==> src/rtl/wb_port_arbiter.sv <==
// Register-file write-port arbiter: the in-order pipeline write-back path always
// owns the port; late writes (mul/div, delayed loads) are queued in a small FIFO
// and drained only in cycles the pipeline leaves the port idle. Publishes a
// pending-destination mask for the ID interlock and a starvation stall request.
module wb_port_arbiter #(
  parameter int DEPTH        = 4,
  parameter int STARVE_LIMIT = 8,
  parameter int DATA_W       = 32,
  parameter int ADDR_W       = 5
) (
  input  logic                     clk,
  input  logic                     rst,
  input  logic [DATA_W-1:0]        p_write_data_in,
  input  logic [ADDR_W-1:0]        p_rd_addr_in,
  input  logic                     p_reg_write_in,
  input  logic                     l_valid_in,
  output logic                     l_ready_out,
  input  logic [DATA_W-1:0]        l_data_in,
  input  logic [ADDR_W-1:0]        l_rd_addr_in,
  output logic [DATA_W-1:0]        rf_write_data_out,
  output logic [ADDR_W-1:0]        rf_rd_addr_out,
  output logic                     rf_write_en_out,
  output logic [31:0]              pend_mask_out,
  output logic                     stall_req_out,
  output logic [$clog2(DEPTH):0]   fifo_count_out
);

  localparam int PTR_W = $clog2(DEPTH);
  localparam int CNT_W = PTR_W + 1;
  localparam int STV_W = $clog2(STARVE_LIMIT + 1);

  // FIFO storage is read combinationally at the head so a queued entry can
  // use an idle port in the very cycle it is at the front.
  logic [DATA_W-1:0] data_mem [DEPTH];
  logic [ADDR_W-1:0] addr_mem [DEPTH];
  logic [DEPTH-1:0]  valid_reg, valid_next;
  logic [PTR_W-1:0]  wr_ptr_reg, rd_ptr_reg;
  logic [CNT_W-1:0]  count_reg, count_next;
  logic [STV_W-1:0]  starve_reg, starve_next;
  logic              stall_reg, stall_next;

  logic p_pipe, pop, push, enq;
  logic [31:0] entry_mask [DEPTH];

  // Handshake and arbitration decisions; everything is suppressed in reset.
  always_comb begin
    p_pipe      = p_reg_write_in && (p_rd_addr_in != '0);
    pop         = rst && !p_pipe && (count_reg != '0);
    l_ready_out = rst && (count_reg < CNT_W'(DEPTH));
    push        = l_valid_in && l_ready_out;
    // Writes to x0 complete the handshake but are dropped.
    enq         = push && (l_rd_addr_in != '0);
  end

  // Port mux: pipeline first, then FIFO head, otherwise idle with zeroed bus.
  always_comb begin
    rf_write_en_out   = 1'b0;
    rf_rd_addr_out    = '0;
    rf_write_data_out = '0;
    if (rst) begin
      if (p_pipe) begin
        rf_write_en_out   = 1'b1;
        rf_rd_addr_out    = p_rd_addr_in;
        rf_write_data_out = p_write_data_in;
      end else if (count_reg != '0) begin
        rf_write_en_out   = 1'b1;
        rf_rd_addr_out    = addr_mem[rd_ptr_reg];
        rf_write_data_out = data_mem[rd_ptr_reg];
      end
    end
  end

  // Per-entry one-hot destination decode, masked by the slot's valid bit.
  generate
    for (genvar gi = 0; gi < DEPTH; gi++) begin : g_entry_mask
      assign entry_mask[gi] = valid_reg[gi] ? (32'd1 << addr_mem[gi]) : 32'd0;
    end
  endgenerate

  // Pending mask is the OR of every queued destination.
  always_comb begin
    pend_mask_out = '0;
    for (int i = 0; i < DEPTH; i++) begin
      pend_mask_out = pend_mask_out | entry_mask[i];
    end
    if (!rst) pend_mask_out = '0;
  end

  // Next-state for occupancy, slot valid bits and starvation tracking.
  always_comb begin
    valid_next = valid_reg;
    if (pop) valid_next[rd_ptr_reg] = 1'b0;
    if (enq) valid_next[wr_ptr_reg] = 1'b1;

    count_next = count_reg;
    if (enq && !pop)      count_next = count_reg + CNT_W'(1);
    else if (!enq && pop) count_next = count_reg - CNT_W'(1);

    starve_next = starve_reg;
    if (pop || (count_reg == '0))                  starve_next = '0;
    else if (starve_reg != STV_W'(STARVE_LIMIT))   starve_next = starve_reg + STV_W'(1);

    stall_next = stall_reg;
    if (pop)                                       stall_next = 1'b0;
    else if (starve_next == STV_W'(STARVE_LIMIT))  stall_next = 1'b1;
  end

  // Control state registers with synchronous active-low reset.
  always_ff @(posedge clk) begin
    if (!rst) begin
      wr_ptr_reg <= '0;
      rd_ptr_reg <= '0;
      count_reg  <= '0;
      valid_reg  <= '0;
      starve_reg <= '0;
      stall_reg  <= 1'b0;
    end else begin
      if (enq) wr_ptr_reg <= wr_ptr_reg + PTR_W'(1);
      if (pop) rd_ptr_reg <= rd_ptr_reg + PTR_W'(1);
      count_reg  <= count_next;
      valid_reg  <= valid_next;
      starve_reg <= starve_next;
      stall_reg  <= stall_next;
    end
  end

  // Payload storage; contents are meaningless unless the slot is valid.
  always_ff @(posedge clk) begin
    if (enq) begin
      data_mem[wr_ptr_reg] <= l_data_in;
      addr_mem[wr_ptr_reg] <= l_rd_addr_in;
    end
  end

  assign stall_req_out  = stall_reg;
  assign fifo_count_out = count_reg;

endmodule

==> config.mk <==
export PLATFORM = sky130hd
export DESIGN_NAME = wb_port_arbiter
export DESIGN_NICKNAME = d
export VERILOG_FILES = /design/src/rtl/wb_port_arbiter.sv
export SDC_FILE = /design/constraint.sdc
export NUM_CORES = 1
export LEC_CHECK = 0
export CELL_PAD_IN_SITES_DETAIL_PLACEMENT = 1
export CELL_PAD_IN_SITES_GLOBAL_PLACEMENT = 1
export CORE_MARGIN = 2
export CORE_UTILIZATION = 56
export CTS_CLUSTER_DIAMETER = 30
export CTS_CLUSTER_SIZE = 12
export DETAILED_ROUTE_END_ITERATION = 6
export DONT_BUFFER_PORTS = 1
export PLACE_DENSITY_LB_ADDON = 0.08
export SYNTH_ARGS = -nofsm -noshare
export SYNTH_HDL_FRONTEND = slang
export SYNTH_SLANG_ARGS = --single-unit
==> constraint.sdc <==
create_clock -name clk -period 6.1 [get_ports clk]
set_input_delay 1.22 -clock clk [delete_from_list [all_inputs] [get_ports clk]]
set_output_delay 1.22 -clock clk [all_outputs]
set_load 0.005 [all_outputs]
* Word-level counts from Yosys, hierarchy flattened
Memories as Yosys holds them, arrays and structs flattened. A register that Yosys moved wholly into a read port is not among the register bits.
Index checks and enable logic that the tools add are counted.
** Cells by class
- Shift operators :: 4
- $add $sub $neg :: 5
- Div/mod/pow operators :: 0
- Reduce and logical (&&, ||, !) cells :: 20
- Bitwise operators :: 7
- Multiply operators :: 0
- Eq/ne operators :: 2
- Magnitude comparators :: 5
- Muxes and demuxes :: 30
** Operators by type and width (number)
- $mux W32 :: 8
- $shl A1 B5 Y32 const A :: 4
- $or A32 B32 Y32 :: 3
- $mux W4 :: 4
- $mux W5 :: 3
- $logic_and A1 B1 Y1 :: 10
- $reduce_bool A5 Y1 :: 2
- $mux W2 :: 4
- $mux W1 :: 7
- $lt A2 B3 Y1 const B :: 2
- $mux W3 :: 2
- $add A2 B1 Y2 const B :: 2
- $add A4 B1 Y4 const B :: 1
- $and A4 B4 Y4 :: 1
- $demux W1 S2 :: 2
- $eq A4 B4 Y1 const B :: 1
- $ge A2 B1 Y1 const B :: 2
- $ne A4 B4 Y1 const B :: 1
- $not A4 Y4 :: 1
- $or A4 B4 Y4 :: 1
- $add A3 B1 Y3 const B :: 1
- $logic_not A1 Y1 :: 3
- $logic_not A3 Y1 :: 1
- $lt A3 B3 Y1 const B :: 1
- 6 further kinds :: 6
** Storage, ports and cells
- Memories kept :: 2
- Flip-flop bits (word level) :: 16
- Bits in latches :: 0
- Input port bits :: 78
- Output and inout bits :: 75
- Memory bits (writable) :: 148
- Bits in read-only memories :: 0
- Logic and storage cells :: 81
** Memory list
- data_mem :: depth 4, width 32, read ports 1, clocked after Yosys merged registers in 1, wr ports 1, line 34 : logic [DATA_W-1:0] data_mem [DEPTH];
- addr_mem :: depth 4, width 5, read ports 5, clocked after Yosys merged registers in 1, wr ports 1, line 35 : logic [ADDR_W-1:0] addr_mem [DEPTH];

* Longest topological paths before layout
Gate-level depths: netlist of the first run.
- Depth after elaboration :: 9
- Depth in mapped cells :: 12
- Gate-level depth less buffers :: 10

* Worst setup path before layout of the first run
No wires, ideal clock.
- Kind :: input to output
- Start point :: input p_rd_addr_in[0]
- End point :: output rf_write_data_out[10]
- Path buffers :: 2
- Data required time :: 4.880 ns
- Arrival time :: 2.598 ns
- Slack :: 2.282 ns
- Stages :: 6
- Cell sequence :: or4_1 -> o21a_2 -> and2_4 -> buf_6 -> buf_8 -> a22o_1
** On the way
- Cells in the longest elaborated chain, start to end :: 4
** Ends and longest elaborated chain
- from (decl) :: line 14 : input logic [ADDR_W-1:0] p_rd_addr_in,
- $reduce_bool A5 Y1 :: line 47 : p_pipe = p_reg_write_in && (p_rd_addr_in != '0);
- $logic_and A1 B1 Y1 :: line 47
- $mux W32 :: line 61 : if (p_pipe) begin
- $mux W32 :: line 60 : if (rst) begin
- to (decl) :: line 20 : output logic [DATA_W-1:0] rf_write_data_out,
Every way passes these cells.

* Worst setup path in the final report of the first run
- Start point :: input p_rd_addr_in[0]
- End point :: output rf_write_data_out[22]
Same word-level chain as after synthesis.

==> impl_results.md, run 1 <==
- Post-synthesis cell type count: between 50 and 60
- Maximum vdd ir drop: between 0.2 and 0.25 mV
- Synth Instances: roughly 570
- Hold buffers post-CTS: 0
- Worst path slowest cell: or4_1
- Hold Vio Cnt, Final: 0
- Regs by FF count: data_mem: 128 flops, addr_mem: 20 flops
- I/O Buffers: 0
- Layout Utilization: 61.9%
- Worst Skew: ~11 ps
- Core Area: around 14,000 um2
- First-pass GRT wire length: around 32,000 um
- Area growth syn-to-layout: 7.76%
- Register bit total from synthesis: roughly 170
- Sink Count: approximately 170
- Main flop type after synthesis: edfxtp_1
- Pins over their slew limit: 0
- CP top delay family: simple AND/OR/NAND/NOR gates
- Tmin final: just over 4000 ps
- CP Data Required Time: roughly 5000 ps
- Final non-filler cell area: 8630 um2
- Maximum clock path buffer count: 2
- Total Routing Usage GR: about 29%
- Min-Delay Path Class: flip-flop to flip-flop
- First-iteration detailed-routing DRC count: between 500 and 600
- Detailed-route via count: between 5,000 and 6,000
- CP bufs+invs: 1
- Unrepaired setup endpoints after global routing: false
- CP max stage delay: ~550 ps
- Filler cells: between 1,000 and 1,500
- Critical path startpoint category: primary input
- Share of layout cells above drive strength 1: 16.2%
- Critical path arrival: approximately 2900 ps
- Post-CTS Setup Bufs: 0
- Post-CTS Resized: 0
- Total Nets Final: 640
- Power Density: 339 nW/um2
- Global route overflow: 0
- Chip width: roughly 120 um
- Status: completed
- Die area: about 15,000 um2
- Initial antenna violation count: 0
- Cell area after placement: around 8100 um2
- Worst-path cell chain: or4_1 > o21ai_1 > and3_1 > buf_4 > a22o_1
- Max_cap viols: 0
- Die height: between 100 and 150 um
- Pre-Repair DR Iteration Count: 5
- Vias in the first global route: 5,427
- Htree depth: 4
- Clk pin slew, worst setup/hold paths: 70 ps
- GP Congestion: 0.951
- Avg WL per Cell: between 20 and 30 um
- Slew HR: between 20 and 30%
- Final HPWL DP: between 10,000 and 15,000 um
- Crit-path max FO: 33
- Share of flip-flops with an asynchronous set or reset: 0%
- Total Power: ~2.9 mW
- Root Driver: clkbuf_16
- Top reg by flops: data_mem
- I/O Pins: ~150
- Max Clock Freq: roughly 240 MHz
- Clock Latency Late Sink: 430 ps
- Cell Rows: 43
- Starting density of the core: between 50% and 60%
- Period Utilization, post-route: 67.9%
- Post-route DRC: 0
- Setup Viol. Count Final: 0
- Crit path kind: primary input to output port
- Final WL: around 21,000 um
- Max reg flops: 128
- Routed Antenna Nets: 0
- Total CTS buffers: 17
- Mean Syn Cell Area: about 14 um2
- Antenna cells: 0
- Sequential share of the synthesized area: between 50% and 60%
- Lkg Pwr: between 2 and 3 nW
- Largest net degree at the start of global routing: 53
- Routed vias/inst: ~7.1
- CTS tree: done
- Number of synthesized flops with an enable pin: ~150
- Worst Tran Pin Value: around 1100 ps
- Yosys warning count: 0
- Synthesized area: roughly 8000 um2
- Setup crit end kind: output port
- Synthesized net count: roughly 660
- Fin Setup TNS: 0 ps
-- cells by family after synthesis --
logic type / count (synthesis) / synth area share [%]
flip-flops: 166 / 60.0
AND/OR/NAND/NOR: 163 / 10.7
AO/OA/AOI/OAI: 131 / 13.0
buffers and inverters: 47 / 2.95
multiplexers: 40 / 10.8
adder cells (fa/ha/maj): 12 / 1.97
XOR/XNOR: 6 / 0.656
-- routing by layer --
metal | vias up | part of all wire (%) | global-route usage [%]
met4 | 0 | 2.2 | 9.59
met2 | 284 | 50 | 46.9
met1 | 2680 | 40 | 37.0
met5 | - | 0 | 0
met3 | 42 | 8.6 | 8.29
li1 | 2252 | - | -
-- cell type report --
class                           count  area [um2]  area share [%]
Sequential cell                   166        4810            55.7
Multi-Input combinational cell    352        2970            34.5
Timing Repair Buffer                2        15.0           0.174
Tap cell                          180         225            2.61
Clock inverter                     14         140            1.62
Inverter                           11        41.3           0.478
Clock buffer                       18         429            4.97
-- where the power goes --
part / switching [mW] / leakage (nW) / internal (mW) / total, mW
logic: 0.258 / 0.862 / 0.237 / 0.495
registers: 0.0804 / 1.49 / 1.32 / 1.40
clock network: 0.457 / 0.274 / 0.572 / 1.03
-- synthesized netlist by cell type, drive strengths merged (2+ instances only) --
| cell | instances | area share, % |
|---|---|---|
| a21boi | 3 | 0.28 |
| a22o | 34 | 3.8 |
| a31o | 4 | 0.44 |
| and2 | 10 | 0.81 |
| and3 | 3 | 0.23 |
| buf | 14 | 1.4 |
| clkbuf | 22 | 1.0 |
| dfxtp | 18 | 4.5 |
| edfxtp | 148 | 55 |
| ha | 11 | 1.7 |
| inv | 11 | 0.52 |
| mux2i | 3 | 0.37 |
| mux4 | 37 | 10 |
| nand2 | 27 | 1.3 |
| nand2b | 26 | 2.0 |
| nand3 | 13 | 0.81 |
| nand4 | 8 | 0.62 |
| nand4b | 4 | 0.44 |
| nor2 | 28 | 1.3 |
| nor2b | 11 | 0.86 |
| nor3 | 20 | 1.2 |
| nor4 | 3 | 0.23 |
| o21a | 15 | 1.4 |
| o21ai | 6 | 0.37 |
| o221ai | 2 | 0.22 |
| o22ai | 28 | 2.2 |
| o31a | 17 | 1.9 |
| o31ai | 2 | 0.19 |
| o32ai | 10 | 1.1 |
| or2 | 4 | 0.31 |
| or3 | 3 | 0.23 |
| or4 | 2 | 0.19 |
| xnor2 | 5 | 0.55 |
-- worst paths after layout --
check	startpoint	slack, ps	to	cells past startpoint
worst min-delay path	wr_ptr_reg[1]	540	wr_ptr_reg[1]	2
worst max-delay path	p_rd_addr_in[0]	1960	rf_write_data_out[22]	5
worst max register to register	fifo_count_out[2]	3360	fifo_count_out[2]	10
worst min register to register	wr_ptr_reg[1]	540	wr_ptr_reg[1]	2
-- per-stage QoR --
stage          hold slack, ps  setup slack [ps]  instances
2_1_floorplan             469              2280        565
3_3_place_gp              487              2090        711
3_5_place_dp              540              2000        711
4_1_cts                   547              1990        743
5_1_grt                   567              1880        743
6_report                  543              1960        743
-- placed cells by master (no fill, tap or decap), types with 5 or more instances in the layout --
cell type and instances:
clkbuf_16 17, o21a_1 14, mux4_2 37, edfxtp_1 148
nand3_1 13, nor2_1 28, nor3_1 20, xnor2_1 5
o32ai_1 10, nand2b_1 26, o22ai_1 28, ha_1 11
inv_1 11, o21ai_0 5, nor2b_1 11, nand4_1 8
a22o_1 30, inv_6 5, dfxtp_1 16, o31a_1 17
and2_1 5, nand2_1 27
-- tightest hold or removal path: stages (launching register included) --
cell     delay, ps
dfxtp_1        350
nand2_1         70
o21ai_0         70
(Power assumes the default switching activity.)
==> inputs of run 2 (changes only) <==
--- a/config.mk
+++ b/config.mk
@@ -8,7 +8,7 @@
 export CELL_PAD_IN_SITES_DETAIL_PLACEMENT = 1
 export CELL_PAD_IN_SITES_GLOBAL_PLACEMENT = 1
 export CORE_MARGIN = 2
-export CORE_UTILIZATION = 56
+export CORE_UTILIZATION = 52
 export CTS_CLUSTER_DIAMETER = 30
 export CTS_CLUSTER_SIZE = 12
 export DETAILED_ROUTE_END_ITERATION = 6
==> constraint.sdc (replaced) <==
create_clock -name clk -period 4 [get_ports clk]
set_input_delay 0.8 -clock clk [delete_from_list [all_inputs] [get_ports clk]]
set_output_delay 0.8 -clock clk [all_outputs]
set_load 0.005 [all_outputs]
==> impl_results.md, run 2 (synthesis results as in run 1) <==
- Status: completed
- Critical path arrival: 2460 ps (-460 ps)
- Placement Setup Slack: 572 ps (-1430 ps)
- Initial antenna violation count: 0 (unchanged)
- Max_cap viols: 0 (unchanged)
- Sink Count: 166 (unchanged)
- Most frequent cells in the layout: edfxtp_1, mux4_2, a22o_1
- Period Utilization, post-route: 81.6%
- Regs by FF count: data_mem: 128 flops, addr_mem: 20 flops
- Vias in the first global route: 5,490 (+1.2%)
- Antenna cells: 0 (unchanged)
- Detailed-route via count: 5,173 (-1.6%)
- Core Area: 15,100 um2 (+8.7%)
- First-iteration detailed-routing DRC count: 464 (-14%)
- Min-Delay Path Class: primary input to flip-flop
- Tmin final: approximately 3300 ps
- Worst Tran Pin Value: 1090 ps (+21.3 ps)
- Post-CTS Setup Bufs: 0 (unchanged)
- Total Routing Usage GR: 26.6% (-2.0 points)
- Chip width: 128 um (+3.7%)
- WHS Path Cells: 0 (-2)
- Share of layout cells above drive strength 1: 16.6% (+0.47 points)
- Global route overflow: 0 (unchanged)
- Final non-filler cell area: 8730 um2 (+1.2%)
- Cell area after placement: 8100 um2 (+0.47%)
- CTS tree: done
- Reg2Reg Depth: 10 (unchanged)
- Max Clock Freq: just over 300 MHz
- Final HPWL DP: 14,200 um (+3.1%)
- Post-CTS Resized: 0 (unchanged)
- Slew HR: 27.7% (-1.4 points)
- Clock Latency Late Sink: 420 ps (about the same)
- Routed Antenna Nets: 0 (unchanged)
- Routed vias/inst: 6.87 (-2.9%)
- Post-route DRC: 0 (unchanged)
- Hold Vio Cnt, Final: 0 (unchanged)
- Area growth syn-to-layout: 9.04%
- Hold buffers post-CTS: 0 (unchanged)
- I/O Pins: 153 (unchanged)
- Maximum vdd ir drop: 0.318 mV (+28%)
- Largest net degree at the start of global routing: 53 (unchanged)
- Maximum clock path buffer count: 2 (unchanged)
- Starting density of the core: 52.9% (-4.6 points)
- Root Driver: clkbuf_16
- Worst setup margin: 737 ps (-1220 ps)
- Die height: 128 um (+3.7%)
- Avg WL per Cell: 28.0 um (-2.3%)
- Fin Setup TNS: 0 ps (unchanged)
- Commonest non-fill, non-tap cell in the layout: edfxtp_1
- Setup crit end kind: output port
- I/O Buffers: 0 (unchanged)
- Top reg by flops: data_mem
- GP Congestion: 0.896 (-5.8%)
- Critical path startpoint category: primary input
- First-pass GRT wire length: 32,500 um (+2.9%)
- Setup Viol. Count Final: 0 (unchanged)
- Hold Slack: 470 ps (-73.2 ps)
- Total Nets Final: 642 (+0.31%)
- Crit path kind: primary input to output port
- Pre-Repair DR Iteration Count: 5 (unchanged)
- Htree depth: 4 (unchanged)
- Final WL: 21,100 um (-0.96%)
- CP Data Required Time: 3200 ps (-1680 ps)
- Power Density: 527 nW/um2 (+56%)
- Clk pin slew, worst setup/hold paths: 70 ps (about the same)
- Crit-path max FO: 34 (+3.0%)
- Max reg flops: 128 (unchanged)
- Worst Skew: 9.41 ps (-1.90 ps)
- Lkg Pwr: 2.67 nW (+1.8%)
- Unrepaired setup endpoints after global routing: false
- Pins over their slew limit: 0 (unchanged)
- Total CTS buffers: 17 (unchanged)
- Die area: 16,400 um2 (+7.4%)
- Cell Rows: 45 (+4.7%)
run 2: path summary, 6_finish.rpt:
kind                      from                    to  slack (ps)
max            p_rd_addr_in[0]  rf_write_data_out[8]         740
min              l_data_in[15]       data_mem[1][15]         470
min reg2reg      wr_ptr_reg[1]         wr_ptr_reg[1]         540
max reg2reg  fifo_count_out[2]     fifo_count_out[2]        1190
run 2: power breakdown:
group / switching, mW / internal [mW]
Sequential: 0.119 / 2.01
Combinational: 0.401 / 0.373
Clock: 0.741 / 0.962
run 2: per-stage QoR:
stage | util [%] | std cells | power [mW]
after detailed placement | 53.5 | 721 | 2.94
final | 57.7 | 753 | 4.61
after CTS | 57.7 | 753 | 4.63
after floorplan | - | 565 | 2.74
after global placement | 53.5 | 721 | 2.91
after global routing | 57.7 | 753 | 4.77
run 2: critical path, stage by stage:
cell and delay, ps:
or4_1 540, o21ai_1 220, and3_1 250, buf_4 380, a22o_1 240
run 2: routing by layer:
layer / GRT usage (%) / share of wire [%] / wire [um]
met4: 8.34 / 1.7 / 367
met2: 44.4 / 50 / 10600
met3: 5.34 / 6.5 / 1370
met1: 35.5 / 41 / 8720
met5: 0 / 0 / 0
run 2: area by class of cell:
class                   count  area [um2]
fillers                  1409        6410
flip-flops and latches    166        4810
multi-input cells         352        2970
clock buffers              17         425
well taps                 188         235
clock inverters            15         209
repair buffers              4        42.5
inverters                  11        41.3
==> inputs of run 3 (changes only) <==
==> constraint.sdc (replaced) <==
create_clock -name clk -period 3.25 [get_ports clk]
set_input_delay 0.65 -clock clk [delete_from_list [all_inputs] [get_ports clk]]
set_output_delay 0.65 -clock clk [all_outputs]
set_load 0.005 [all_outputs]
==> impl_results.md, run 3 (synthesis results as in run 1) <==
- CTS tree: done
- Post-CTS Resized: 0 (unchanged)
- Routed vias/inst: 6.91 (+0.53%)
- Most frequent cells in the layout: edfxtp_1, mux4_2, a22o_1
- Area growth syn-to-layout: 9.45%
- Setup Viol. Count Final: 0 (unchanged)
- Reg2Reg Depth: 9 (-1)
- Sink Count: 166 (unchanged)
- Largest net degree at the start of global routing: 53 (unchanged)
- First-pass GRT wire length: 33,600 um (+3.3%)
- Share of layout cells above drive strength 1: 17.0% (+0.38 points)
- Power Density: 637 nW/um2 (+21%)
- Gr busiest metal: met2
- Fin Setup TNS: 0 ps (unchanged)
- CP Data Required Time: 2600 ps (-600 ps)
- Setup crit end kind: output port
- Maximum vdd ir drop: 0.381 mV (+20%)
- Critical path arrival: 2150 ps (-310 ps)
- Total Nets Final: 647 (+0.78%)
- Final WL: 21,800 um (+3.1%)
- Die area: 16,400 um2 (unchanged)
- Starting density of the core: 52.9% (unchanged)
- Avg WL per Cell: 28.7 um (+2.4%)
- Top reg by flops: data_mem
- Worst Skew: 10.0 ps (+0.584 ps)
- Commonest non-fill, non-tap cell in the layout: edfxtp_1
- Period Utilization, post-route: between 80 and 90%
- Hold Vio Cnt, Final: 0 (unchanged)
- Total CTS buffers: 17 (unchanged)
- Slew HR: 30.3% (+2.6 points)
- Antenna cells: 0 (unchanged)
- Tmin final: ~2800 ps
- Global route overflow: 0 (unchanged)
- Met1 global-route usage: 36.4% (+0.93 points)
- Post-route DRC: 0 (unchanged)
- I/O Pins: 153 (unchanged)
- Final HPWL DP: 14,700 um (+3.5%)
- WHS Path Cells: 0 (unchanged)
- Lkg Pwr: 2.68 nW (+0.47%)
- Pre-Repair DR Iteration Count: 5 (unchanged)
- Initial antenna violation count: 0 (unchanged)
- GR Util met2: 46.6% (+2.2 points)
- Max_cap viols: 0 (unchanged)
- Clk pin slew, worst setup/hold paths: 70 ps (about the same)
- Worst reg-to-reg setup slack: 760 ps (-430 ps)
- Total Routing Usage GR: 27.9% (+1.3 points)
- Crit path kind: flip-flop to output port
- Total Power: 5.58 mW (+21%)
- Die height: 128 um (unchanged)
- Core Area: 15,100 um2 (unchanged)
- Cell Rows: 45 (unchanged)
- Hold buffers post-CTS: 0 (unchanged)
- Min-Delay Path Class: primary input to flip-flop
- Routed Antenna Nets: 0 (unchanged)
- I/O Buffers: 0 (unchanged)
- Chip width: 128 um (unchanged)
- Vias in the first global route: 5,553 (+1.1%)
- Detailed-route via count: 5,235 (+1.2%)
- Unrepaired setup endpoints after global routing: false
- Pins over their slew limit: 0 (unchanged)
- GP Congestion: 0.927 (+3.4%)
- Filler cells: 1,397 (-0.85%)
- Maximum clock path buffer count: 2 (unchanged)
- Placement Setup Slack: 477 ps (-95.2 ps)
- Critical path startpoint category: flip-flop
- Grt met3 use: 6.14% (+0.79 points)
- First-iteration detailed-routing DRC count: 466 (+0.43%)
- Max Clock Freq: about 360 MHz
- Post-CTS Setup Bufs: 0 (unchanged)
- Regs by FF count: data_mem: 128 flops, addr_mem: 20 flops
- Worst Tran Pin Value: 1050 ps (-39.1 ps)
- Clock Latency Late Sink: 430 ps (about the same)
- Worst setup margin: 451 ps (-286 ps)
- Crit-path max FO: 13 (-62%)
- Status: completed
- Htree depth: 4 (unchanged)
- Max reg flops: 128 (unchanged)
- Root Driver: clkbuf_16
run 3: cell types whose count changed in the layout (fill, tap and decap cells not counted), moves of 2 or more:
cell / before / now
buf_12: 1 / 5
clkbuf_1: 0 / 2
clkinv_4: 0 / 2
clkinv_8: 4 / 0
inv_6: 3 / 5
run 3: metal layers:
layer	vias to the layer above	routed length (um)
met5	-	0
met1	2728	9010
li1	2261	-
met4	0	416
met3	32	1310
met2	214	11000
run 3: critical path, stage by stage (launching register included):
cell	delay (ps)
edfxtp_1	690
nand2b_1	260
or2_2	410
nor3_1	150
o31a_1	220
run 3: report_power, final:
group	internal, mW	switching, mW
Combinational	0.483	0.505
Clock	1.11	0.868
Sequential	2.47	0.149
Total	4.06	1.52
run 3: final timing paths:
| kind | to | start |
|---|---|---|
| worst min-delay path | data_mem[0][16] | l_data_in[16] |
| worst max register to register | fifo_count_out[2] | fifo_count_out[0] |
| worst max-delay path | pend_mask_out[24] | addr_mem[0][3] |
| worst min register to register | stall_req_out | stall_req_out |
run 3: cell type report:
cell class,instances,area [um2],share of cell area (%)
Sequential cell,166,4810,54.8
Clock buffer,20,447,5.09
Timing Repair Buffer,9,130,1.48
Multi-Input combinational cell,352,2970,33.9
Inverter,11,41.3,0.471
Clock inverter,12,133,1.51
Tap cell,188,235,2.68
run 3: metrics by stage:
step | hold slack [ps] | std cells | area, um2 | util [%]
after global placement | 479 | 726 | 8190 | 54.1
final | 307 | 758 | 8770 | 57.9
after floorplan | 469 | 565 | 8010 | -
after global routing | 293 | 758 | 8770 | 57.9
after detailed placement | 514 | 726 | 8190 | 54.1
after CTS | 290 | 758 | 8770 | 57.9
